<file path="config.mk">
export PLATFORM = sky130hd
export DESIGN_NAME = io_request_arbiter
export DESIGN_NICKNAME = d
export VERILOG_FILES = /design/src/rtl/io_request_arbiter_pkg.sv /design/src/rtl/io_arb_pick.sv /design/src/rtl/io_request_arbiter.sv
export SDC_FILE = /design/constraint.sdc
export NUM_CORES = 1
export LEC_CHECK = 0
export ABC_CLOCK_PERIOD_IN_PS = 2500
export CAP_MARGIN = 15
export CORE_UTILIZATION = 41
export DETAILED_ROUTE_END_ITERATION = 10
export PLACE_DENSITY = 0.87
export SLEW_MARGIN = 0
export SYNTH_ARGS = -nofsm -noshare
export SYNTH_HDL_FRONTEND = slang
export SYNTH_HIERARCHICAL = 1
export SYNTH_SLANG_ARGS = --single-unit
</file>
<file path="constraint.sdc">
create_clock -name clk -period 2.5 [get_ports clk]
set_clock_uncertainty 0.15 [all_clocks]
set_input_delay 0.375 -clock clk [delete_from_list [all_inputs] [get_ports clk]]
set_output_delay 0.375 -clock clk [all_outputs]
set_load 0.01 [all_outputs]
</file>
<file path="src/rtl/io_request_arbiter_pkg.sv">
// Shared types for the two-port I/O request arbiter.
// State, grant and length encodings used by the top and its picker.
package io_request_arbiter_pkg;

    typedef enum logic [1:0] {
        STATE_IDLE  = 2'd0,
        STATE_READ  = 2'd1,
        STATE_WRITE = 2'd2,
        STATE_GAP   = 2'd3
    } state_e;

    typedef enum logic {
        GRANT_A = 1'b0,
        GRANT_B = 1'b1
    } grant_e;

    localparam logic [2:0] LEN_BYTE = 3'd1;
    localparam logic [2:0] LEN_HALF = 3'd2;
    localparam logic [2:0] LEN_WORD = 3'd4;

    function automatic logic len_legal(input logic [2:0] len);
        return (len == LEN_BYTE) ||
               (len == LEN_HALF) ||
               (len == LEN_WORD);
    endfunction

endpackage

</file>
<file path="src/rtl/io_arb_pick.sv">
// Combinational winner select between requesters A and B.
// FAIR alternates on contention; otherwise A always wins a tie.
module io_arb_pick
    import io_request_arbiter_pkg::*;
#(
    parameter bit FAIR = 1'b1
) (
    input  logic   a_do_i,
    input  logic   b_do_i,
    input  grant_e last_grant_i,
    output logic   valid_o,
    output grant_e grant_o
);

    always_comb begin
        valid_o = a_do_i | b_do_i;
        grant_o = GRANT_A;
        unique case (1'b1)
            (a_do_i && b_do_i): begin
                if (FAIR && (last_grant_i == GRANT_A)) begin
                    grant_o = GRANT_B;
                end
            end
            (b_do_i && !a_do_i): grant_o = GRANT_B;
            default:             grant_o = GRANT_A;
        endcase
    end

endmodule

</file>
<file path="src/rtl/io_request_arbiter.sv">
// Shares the I/O bus bridge between the CPU (A) and DMA/debug (B).
// One transaction at a time; a GAP cycle separates consecutive grants.
module io_request_arbiter
    import io_request_arbiter_pkg::*;
#(
    parameter bit          FAIR          = 1'b1,
    parameter logic [31:0] ILLEGAL_RDATA = 32'hFFFF_FFFF
) (
    input  logic        clk,
    input  logic        rst_n,
    input  logic        a_do,
    input  logic        a_write,
    input  logic [15:0] a_address,
    input  logic [2:0]  a_length,
    input  logic [31:0] a_wdata,
    output logic [31:0] a_rdata,
    output logic        a_done,
    input  logic        b_do,
    input  logic        b_write,
    input  logic [15:0] b_address,
    input  logic [2:0]  b_length,
    input  logic [31:0] b_wdata,
    output logic [31:0] b_rdata,
    output logic        b_done,
    output logic        io_read_do,
    output logic [15:0] io_read_address,
    output logic [2:0]  io_read_length,
    input  logic [31:0] io_read_data,
    input  logic        io_read_done,
    output logic        io_write_do,
    output logic [15:0] io_write_address,
    output logic [2:0]  io_write_length,
    output logic [31:0] io_write_data,
    input  logic        io_write_done,
    output logic        busy
);

    state_e      state_q, state_d;
    grant_e      last_grant_q, last_grant_d;
    grant_e      grant_q, grant_d;
    logic [15:0] addr_q, addr_d;
    logic [2:0]  len_q, len_d;
    logic [31:0] wdata_q, wdata_d;
    logic [31:0] a_rdata_q, a_rdata_d;
    logic [31:0] b_rdata_q, b_rdata_d;
    logic        a_done_q, a_done_d;
    logic        b_done_q, b_done_d;
    logic        rd_do_q, rd_do_d;
    logic        wr_do_q, wr_do_d;
    logic        busy_q, busy_d;

    logic        req_valid;
    grant_e      pick_grant;
    logic        sel_b;
    logic        sel_write;
    logic [15:0] sel_addr;
    logic [2:0]  sel_len;
    logic [31:0] sel_wdata;

    io_arb_pick #(
        .FAIR(FAIR)
    ) u_pick (
        .a_do_i      (a_do),
        .b_do_i      (b_do),
        .last_grant_i(last_grant_q),
        .valid_o     (req_valid),
        .grant_o     (pick_grant)
    );

    assign sel_b     = (pick_grant == GRANT_B);
    assign sel_write = sel_b ? b_write   : a_write;
    assign sel_addr  = sel_b ? b_address : a_address;
    assign sel_len   = sel_b ? b_length  : a_length;
    assign sel_wdata = sel_b ? b_wdata   : a_wdata;

    always_comb begin
        state_d      = state_q;
        last_grant_d = last_grant_q;
        grant_d      = grant_q;
        addr_d       = addr_q;
        len_d        = len_q;
        wdata_d      = wdata_q;
        a_rdata_d    = a_rdata_q;
        b_rdata_d    = b_rdata_q;
        a_done_d     = 1'b0;
        b_done_d     = 1'b0;
        unique case (state_q)
            STATE_IDLE: begin
                if (req_valid) begin
                    last_grant_d = pick_grant;
                    grant_d      = pick_grant;
                    addr_d       = sel_addr;
                    len_d        = sel_len;
                    wdata_d      = sel_wdata;
                    if (!len_legal(sel_len)) begin
                        // Rejected locally: complete at once, never reach the bridge.
                        state_d = STATE_GAP;
                        if (sel_b) begin
                            b_done_d = 1'b1;
                            if (!sel_write) b_rdata_d = ILLEGAL_RDATA;
                        end else begin
                            a_done_d = 1'b1;
                            if (!sel_write) a_rdata_d = ILLEGAL_RDATA;
                        end
                    end else if (sel_write) begin
                        state_d = STATE_WRITE;
                    end else begin
                        state_d = STATE_READ;
                    end
                end
            end
            STATE_READ: begin
                if (io_read_done) begin
                    state_d = STATE_GAP;
                    if (grant_q == GRANT_B) begin
                        b_done_d  = 1'b1;
                        b_rdata_d = io_read_data;
                    end else begin
                        a_done_d  = 1'b1;
                        a_rdata_d = io_read_data;
                    end
                end
            end
            STATE_WRITE: begin
                if (io_write_done) begin
                    state_d = STATE_GAP;
                    if (grant_q == GRANT_B) begin
                        b_done_d = 1'b1;
                    end else begin
                        a_done_d = 1'b1;
                    end
                end
            end
            STATE_GAP: state_d = STATE_IDLE;
            default:   state_d = STATE_IDLE;
        endcase
        rd_do_d = (state_d == STATE_READ);
        wr_do_d = (state_d == STATE_WRITE);
        busy_d  = (state_d != STATE_IDLE);
    end

    always_ff @(posedge clk or negedge rst_n) begin
        if (!rst_n) begin
            state_q      <= STATE_IDLE;
            last_grant_q <= GRANT_B;
            grant_q      <= GRANT_A;
            addr_q       <= '0;
            len_q        <= '0;
            wdata_q      <= '0;
            a_rdata_q    <= '0;
            b_rdata_q    <= '0;
            a_done_q     <= 1'b0;
            b_done_q     <= 1'b0;
            rd_do_q      <= 1'b0;
            wr_do_q      <= 1'b0;
            busy_q       <= 1'b0;
        end else begin
            state_q      <= state_d;
            last_grant_q <= last_grant_d;
            grant_q      <= grant_d;
            addr_q       <= addr_d;
            len_q        <= len_d;
            wdata_q      <= wdata_d;
            a_rdata_q    <= a_rdata_d;
            b_rdata_q    <= b_rdata_d;
            a_done_q     <= a_done_d;
            b_done_q     <= b_done_d;
            rd_do_q      <= rd_do_d;
            wr_do_q      <= wr_do_d;
            busy_q       <= busy_d;
        end
    end

    assign a_rdata          = a_rdata_q;
    assign b_rdata          = b_rdata_q;
    assign a_done           = a_done_q;
    assign b_done           = b_done_q;
    assign io_read_do       = rd_do_q;
    assign io_read_address  = addr_q;
    assign io_read_length   = len_q;
    assign io_write_do      = wr_do_q;
    assign io_write_address = addr_q;
    assign io_write_length  = len_q;
    assign io_write_data    = wdata_q;
    assign busy             = busy_q;

endmodule

</file>
==> results.yml, run 1 <==
outcome:
  outcome: "complete, no violations"
timing:
  fmax_ghz: 0.4521
  layout_setup_ws_ps: 287.9
  fin_crit_sh_pct: 88.48
  drv_slew: 0
  period_minus_slack_ps: 2212
  rsz0062_at_grt: "no"
  setup-violations-final: 0
  hold_viol: 0
  relSlewSlack_pct: 62.14
  worst_pin_slew_ps: 567.9
setup_path:
  critPathLaunchType: "flop"
  slowest_stage: "dfstp_2"
  crit_fanout: 9
  rr_startpoint: "last_grant_q"
  cpPeakStageDelay_ps: 560
  cp-end-kind: "flop"
  crit_chain: "a21boi_4 > buf_4 > o32ai_2 > o21ai_2 > o221a_1"
  reg2reg_to: "a_rdata[0]"
  r2r_cells: 5
  r2r_slack_ps: 290
  required_ps: 2640
  critPathArrivalTime_ps: 2350
  crit_type: "flop to flop"
detailed_routing:
  viasPerCell: 5.252
  drc: 0
  wl_um: 16370
  ant_nets: 0
  wl_per_cell_um: 16.84
  drt_pass1_iterations: 5
  drt_iter0_drc: 373
  vias: 5105
synth:
  syn_nets: 652
  async_reset_ff_share_pct: 100.0
  synth_area_um2: 5794
  synth.avg_cell_area_um2: 11.50
  ys_warn_count: 6
  synth_edf_count: 0
  postSynthCellCount: 504
  seq_area_frac_synth_pct: 53.57
  ys_ff_latch: 124
  synth_top_flop_cell: "dfrtp_1"
  synth.distinct_cells: 47
floorplanning:
  die_w_um: 120.9
  fp.dieH_um: 120.9
  core_region_area_um2: 13830
  pin_count: 281
  fp-row-count: 43
  start_util_pct: 41.91
  fp.dieArea_um2: 14610
min_path:
  min_path_type: "input pin to async pin"
finish:
  final_layout_size_suffix_gt1_share_pct: 10.11
  layout_common_cells: "279 x clkdlybuf4s50_1, 123 x dfrtp_1, 75 x nand2_1"
  area_growth_pct: 63.20
  fin_nets: 926
  nFillCells: 922
  final_common_cell: "clkdlybuf4s50_1"
global_routing:
  grt_max_degree: 64
  overflow: 0
  grt_antenna_before_repair: 1
  track_usage_pct: 22.97
  grt_pass1_vias: 5068
  grt_pass1_wl_um: 25540
pwr:
  clockPowerShare_pct: 23.0
  vdd_drop_max_mv: 0.5786
  p_leak_nw: 3.829
  p_sw_share_pct: 33.80
  p_comb_share_pct: 47.2
  seqPwrFrac_pct: 29.7
  p_per_area_nw_per_um2: 1236
  finalPower_w: 0.01169
  p_sw_w: 0.003952
  p_int_w: 0.007740
job:
  max-cap-violations: 0
clock_tree:
  h-tree-depth: 4
  clockBufferDepth: 2
  root_buffer: "clkbuf_16"
  clk_latency_ps: 410
  clkSlewWorstSetupHoldPaths_ps: 60
  cts-resized-gates: 0
  cts_tree: "done"
  cts_buffers: 17
  cts_sinks: 124
  postCtsSetupRepairBufs: 0
placed_design:
  gp_congestion: 0.8335
  dpl_worst_slack_ps: -100.9
  io_buffers: 280
  detailed_place_hpwl_um: 12350
## per-layer routing
| metal | GRT usage, % | routed length [um] | vias to the layer above |
|---|---|---|---|
| met3 | 6.626 | 1154 | 35 |
| li1 | - | - | 2389 |
| met5 | 0 | 0 | - |
| met2 | 39.07 | 8239 | 266 |
| met4 | 10.80 | 435 | 0 |
| met1 | 26.56 | 6538 | 2415 |
## state kept, by name (all words and copies together), names as in the netlist
name / count
a_done: 1
io_write_do: 1
a_rdata: 32
io_read_do: 1
busy: 1
io_read_address: 16
state_q: 2
io_write_data: 32
io_read_length: 3
b_done: 1
grant_q: 1
b_rdata: 32
last_grant_q: 1
## power by group through the flow
stage	clock network (W)	logic (W)	registers (W)
2_1_floorplan	0	0.00246	0.00377
3_3_place_gp	0	0.00535	0.00345
3_5_place_dp	0	0.00553	0.00349
4_1_cts	0.00275	0.00556	0.00347
5_1_grt	0.00283	0.00594	0.00358
6_report	0.00269	0.00552	0.00348
## how the worst max path moves through the flow
stage                      start          end
CTS                 last_grant_q   a_rdata[0]
detailed placement          b_do  a_rdata[12]
finish              last_grant_q   a_rdata[0]
global route          state_q[0]   a_rdata[7]
floorplan           last_grant_q  b_rdata[10]
global placement            b_do  b_rdata[30]
## critical path: cells and delay by family, from the launching register on
| kind | cells | cell delay (ps) |
|---|---|---|
| AOI/OAI and AO/OA | 4 | 1200 |
| buffers and inverters | 1 | 180 |
| DFF | 1 | 560 |
## cells by family (layout without fill, tap and decap cells)
group | count (synthesis) | count (layout) | synth area share (%)
AOI/OAI and AO/OA | 162 | 162 | 21.92
buffers and inverters | 56 | 343 | 6.219
adders and majority gates | 6 | 6 | 1.296
DFF | 124 | 124 | 53.57
muxes | 52 | 52 | 9.005
xor gates and xnor gates | 2 | 2 | 0.3024
and+or+nand+nor | 102 | 102 | 7.687
other | 0 | 1 | 0
## per-stage QoR
stage / hold WS, ps / cells / utilization (%) / instance area, um^2 / TNS, ps
floorplan: -70.59 / 504 / - / 5794 / 0
global placement: 150.6 / 938 / 63.55 / 8787 / -937.3
detailed placement: 148.6 / 938 / 63.55 / 8787 / -4454
CTS: 246.4 / 971 / 68.37 / 9454 / 0
global route: 273.1 / 972 / 68.39 / 9457 / 0
finish: 260.3 / 972 / 68.39 / 9457 / 0
## area by class of cell
cell class	instances	area (um^2)	share of cell area, %
Sequential cell	124	3104	32.83
Multi-Input combinational cell	324	2344	24.78
Timing Repair Buffer	308	3113	32.92
Clock inverter	14	217.7	2.302
Inverter	3	11.26	0.1191
Antenna cell	1	2.502	0.02646
Clock buffer	18	439.2	4.644
Tap cell	180	225.2	2.382
## synthesized netlist by cell type (2+ instances only)
cell type	count	share of area [%]
dfrtp_1	123	53
nand2_1	76	4.9
o21ai_0	52	4.5
mux2i_1	51	8.8
o22a_1	46	7.0
buf_4	19	2.5
o22ai_1	19	2.1
o221a_1	18	3.5
clkbuf_1	14	0.91
buf_2	9	0.78
buf_6	9	1.7
ha_1	6	1.3
nor2_1	5	0.32
a21oi_1	4	0.35
nor3_1	4	0.35
o21ai_2	4	0.60
inv_1	3	0.19
nand2b_1	3	0.32
nand3b_1	3	0.39
a21oi_2	2	0.30
a221oi_4	2	0.91
a22o_1	2	0.30
and2_1	2	0.22
buf_1	2	0.13
nand3_1	2	0.17
or2_1	2	0.22
xor2_1	2	0.30
## timing repair
| action | 4_1_cts | 5_1_grt |
|---|---|---|
| hold buffers | 1 | 0 |
| setup endpoints to repair | 0 | 0 |
| hold endpoints to repair | 22 | 0 |
Note: power is estimated with default switching activity, not from simulation.
==> run 2: changes to the inputs <==
Settings changed: SLEW_MARGIN 0 to 10.
==> results of run 2 <==
Final layout, timing and power as in run 1 (identical DEF).
==> run 3: changes to the inputs <==
Settings changed: CORE_UTILIZATION 41 to 42, CTS_BUF_LIST from default to sky130_fd_sc_hd__clkbuf_2 sky130_fd_sc_hd__clkbuf_4 sky130_fd_sc_hd__clkbuf_8, HOLD_SLACK_MARGIN from default to 0.1, PLACE_DENSITY 0.87 to 0.89.
==> run 3 against run 2 <==
  * Sequential power about the same
  * Die area decreased by 2.3%
  * Non-clock buffer count increased by 10
  * Critical path depth increased by 1
  * Cell area decreased by 1.5%
  * Sequential share of layout area increased by 0.49 points
  * Critical endpoint is now a_rdata[2]
  * Largest cell class unchanged
  * Highest routed layer unchanged
==> results.yml, run 3 (same netlist as run 1, synthesis figures left out) <==
detailed_routing:
  vias: 5161
  drt_pass1_iterations: 4
  drc: 0
  drt_iter0_drc: 330
  wl_per_cell_um: 17.62
  wl_um: 17230
  viasPerCell: 5.277
  ant_nets: 0
timing:
  worst_pin_slew_ps: 644.4
  hold_viol: 0
  period_minus_slack_ps: 2325
  relSlewSlack_pct: 56.88
  setup-violations-final: 0
  rsz0062_at_grt: "no"
  layout_setup_ws_ps: 175.0
  drv_slew: 0
  fin_crit_sh_pct: 93.00
  fmax_ghz: 0.4301
  whs_ps: 294.2
pwr:
  finalPower_w: 0.01107
  p_per_area_nw_per_um2: 1189
  p_leak_nw: 3.776
  vdd_drop_max_mv: 0.6013
floorplanning:
  fp-row-count: 42
  core_region_area_um2: 13350
  fp.dieH_um: 119.5
  fp.dieArea_um2: 14270
  die_w_um: 119.5
  start_util_pct: 43.41
  pin_count: 281
global_routing:
  grt_pass1_vias: 5340
  grt_pass1_wl_um: 27190
  track_usage_pct: 24.73
  grt_max_degree: 89
  overflow: 0
  grt_antenna_before_repair: 1
finish:
  area_growth_pct: 60.79
  fin_nets: 936
  nFillCells: 905
  layout_common_cells: "279 x clkdlybuf4s50_1, 123 x dfrtp_1, 75 x nand2_1"
  final_layout_size_suffix_gt1_share_pct: 11.24
  final_common_cell: "clkdlybuf4s50_1"
  utilization_pct: 69.80
  stdcell_count: 978
min_path:
  min_path_type: "input pin to async pin"
setup_path:
  crit_top_cell: "buf_4"
  crit_fanout: 9
  reg2reg_to: "a_rdata[2]"
  cpPeakStageDelay_ps: 570
  r2r_slack_ps: 170
  rr_startpoint: "last_grant_q"
  critPathArrivalTime_ps: 2540
  cp-end-kind: "flop"
  r2r_cells: 6
  critPathLaunchType: "flop"
  slowest_stage: "dfstp_2"
  crit_type: "flop to flop"
  crit_chain: "a21boi_4 > buf_4 > buf_4 > o32a_4 > a221oi_4 > o221a_1"
  required_ps: 2720
clock_tree:
  clockBufferDepth: 2
  cts_tree: "done"
  clkSlewWorstSetupHoldPaths_ps: 80
  root_buffer: "clkbuf_8"
  h-tree-depth: 4
  cts_buffers: 17
  cts_sinks: 124
  postCtsSetupRepairBufs: 0
  clk_latency_ps: 420
placed_design:
  gp_congestion: 0.8766
  dpl_worst_slack_ps: -307.6
  detailed_place_hpwl_um: 13110
  io_buffers: 280
  dpl.cell_count: 944
outcome:
  outcome: "complete, no violations"
job:
  max-cap-violations: 0
-- run 3: cell count changes in the layout (fill, tap and decap cells not counted) --
cell        change
buf_12          -2
buf_4          +12
clkbuf_16      -17
clkbuf_8       +17
clkinv_4        -2
clkinvlp_4      +1
inv_6           +1
o21ai_2         -1
o21ai_4         +1
-- run 3: cell type report --
cell class | instances | area (um^2) | share of cell area (%)
clock inverters | 14 | 216.5 | 2.323
flip-flops and latches | 124 | 3104 | 33.32
diodes | 1 | 2.502 | 0.02686
multi-input cells | 324 | 2351 | 25.23
clock buffers | 18 | 247.7 | 2.659
inverters | 3 | 11.26 | 0.1209
repair buffers | 318 | 3163 | 33.95
well taps | 176 | 220.2 | 2.364
-- run 3: worst max path at each step --
stage                   to  slack, ps          from
6_report        a_rdata[2]        170  last_grant_q
2_1_floorplan  b_rdata[10]        440  last_grant_q
3_3_place_gp   a_rdata[29]       -180          b_do
4_1_cts        a_rdata[19]        120  last_grant_q
3_5_place_dp   a_rdata[19]       -310          b_do
5_1_grt         a_rdata[4]         80  last_grant_q
-- run 3: what timing repair did --
item / in CTS / in global routing
hold buffers: 1 / 0
endpoints found under the setup margin: 0 / 1
gates resized for setup: 0 / 1
hold endpoints to repair: 35 / 0
-- run 3: worst max-delay path: cells and delay by family, from the launching register on --
| kind | cells | cell delay (ps) |
|---|---|---|
| buffers and inverters | 2 | 290 |
| AOI/OAI and AO/OA | 4 | 1260 |
| DFF | 1 | 570 |
-- run 3: where the power goes --
group	internal, W	switching [W]
combinational	0.00307	0.00249
sequential	0.00288	0.000599
clock	0.00122	0.000817
total	0.00717	0.00391
-- run 3: metal layers --
metal	track usage [%]	vias to the layer above	routed length [um]
met4	9.609	0	278
met3	6.226	22	1017
met2	43.46	237	9147
met5	0	-	0
li1	-	2404	-
met1	28.77	2498	6786
-- run 3: through the flow --
step,instance area [um^2],setup TNS [ps]
3_5_place_dp,8832,-9550
2_1_floorplan,5794,0
5_1_grt,9316,0
4_1_cts,9306,0
6_report,9316,0
3_3_place_gp,8832,-5298
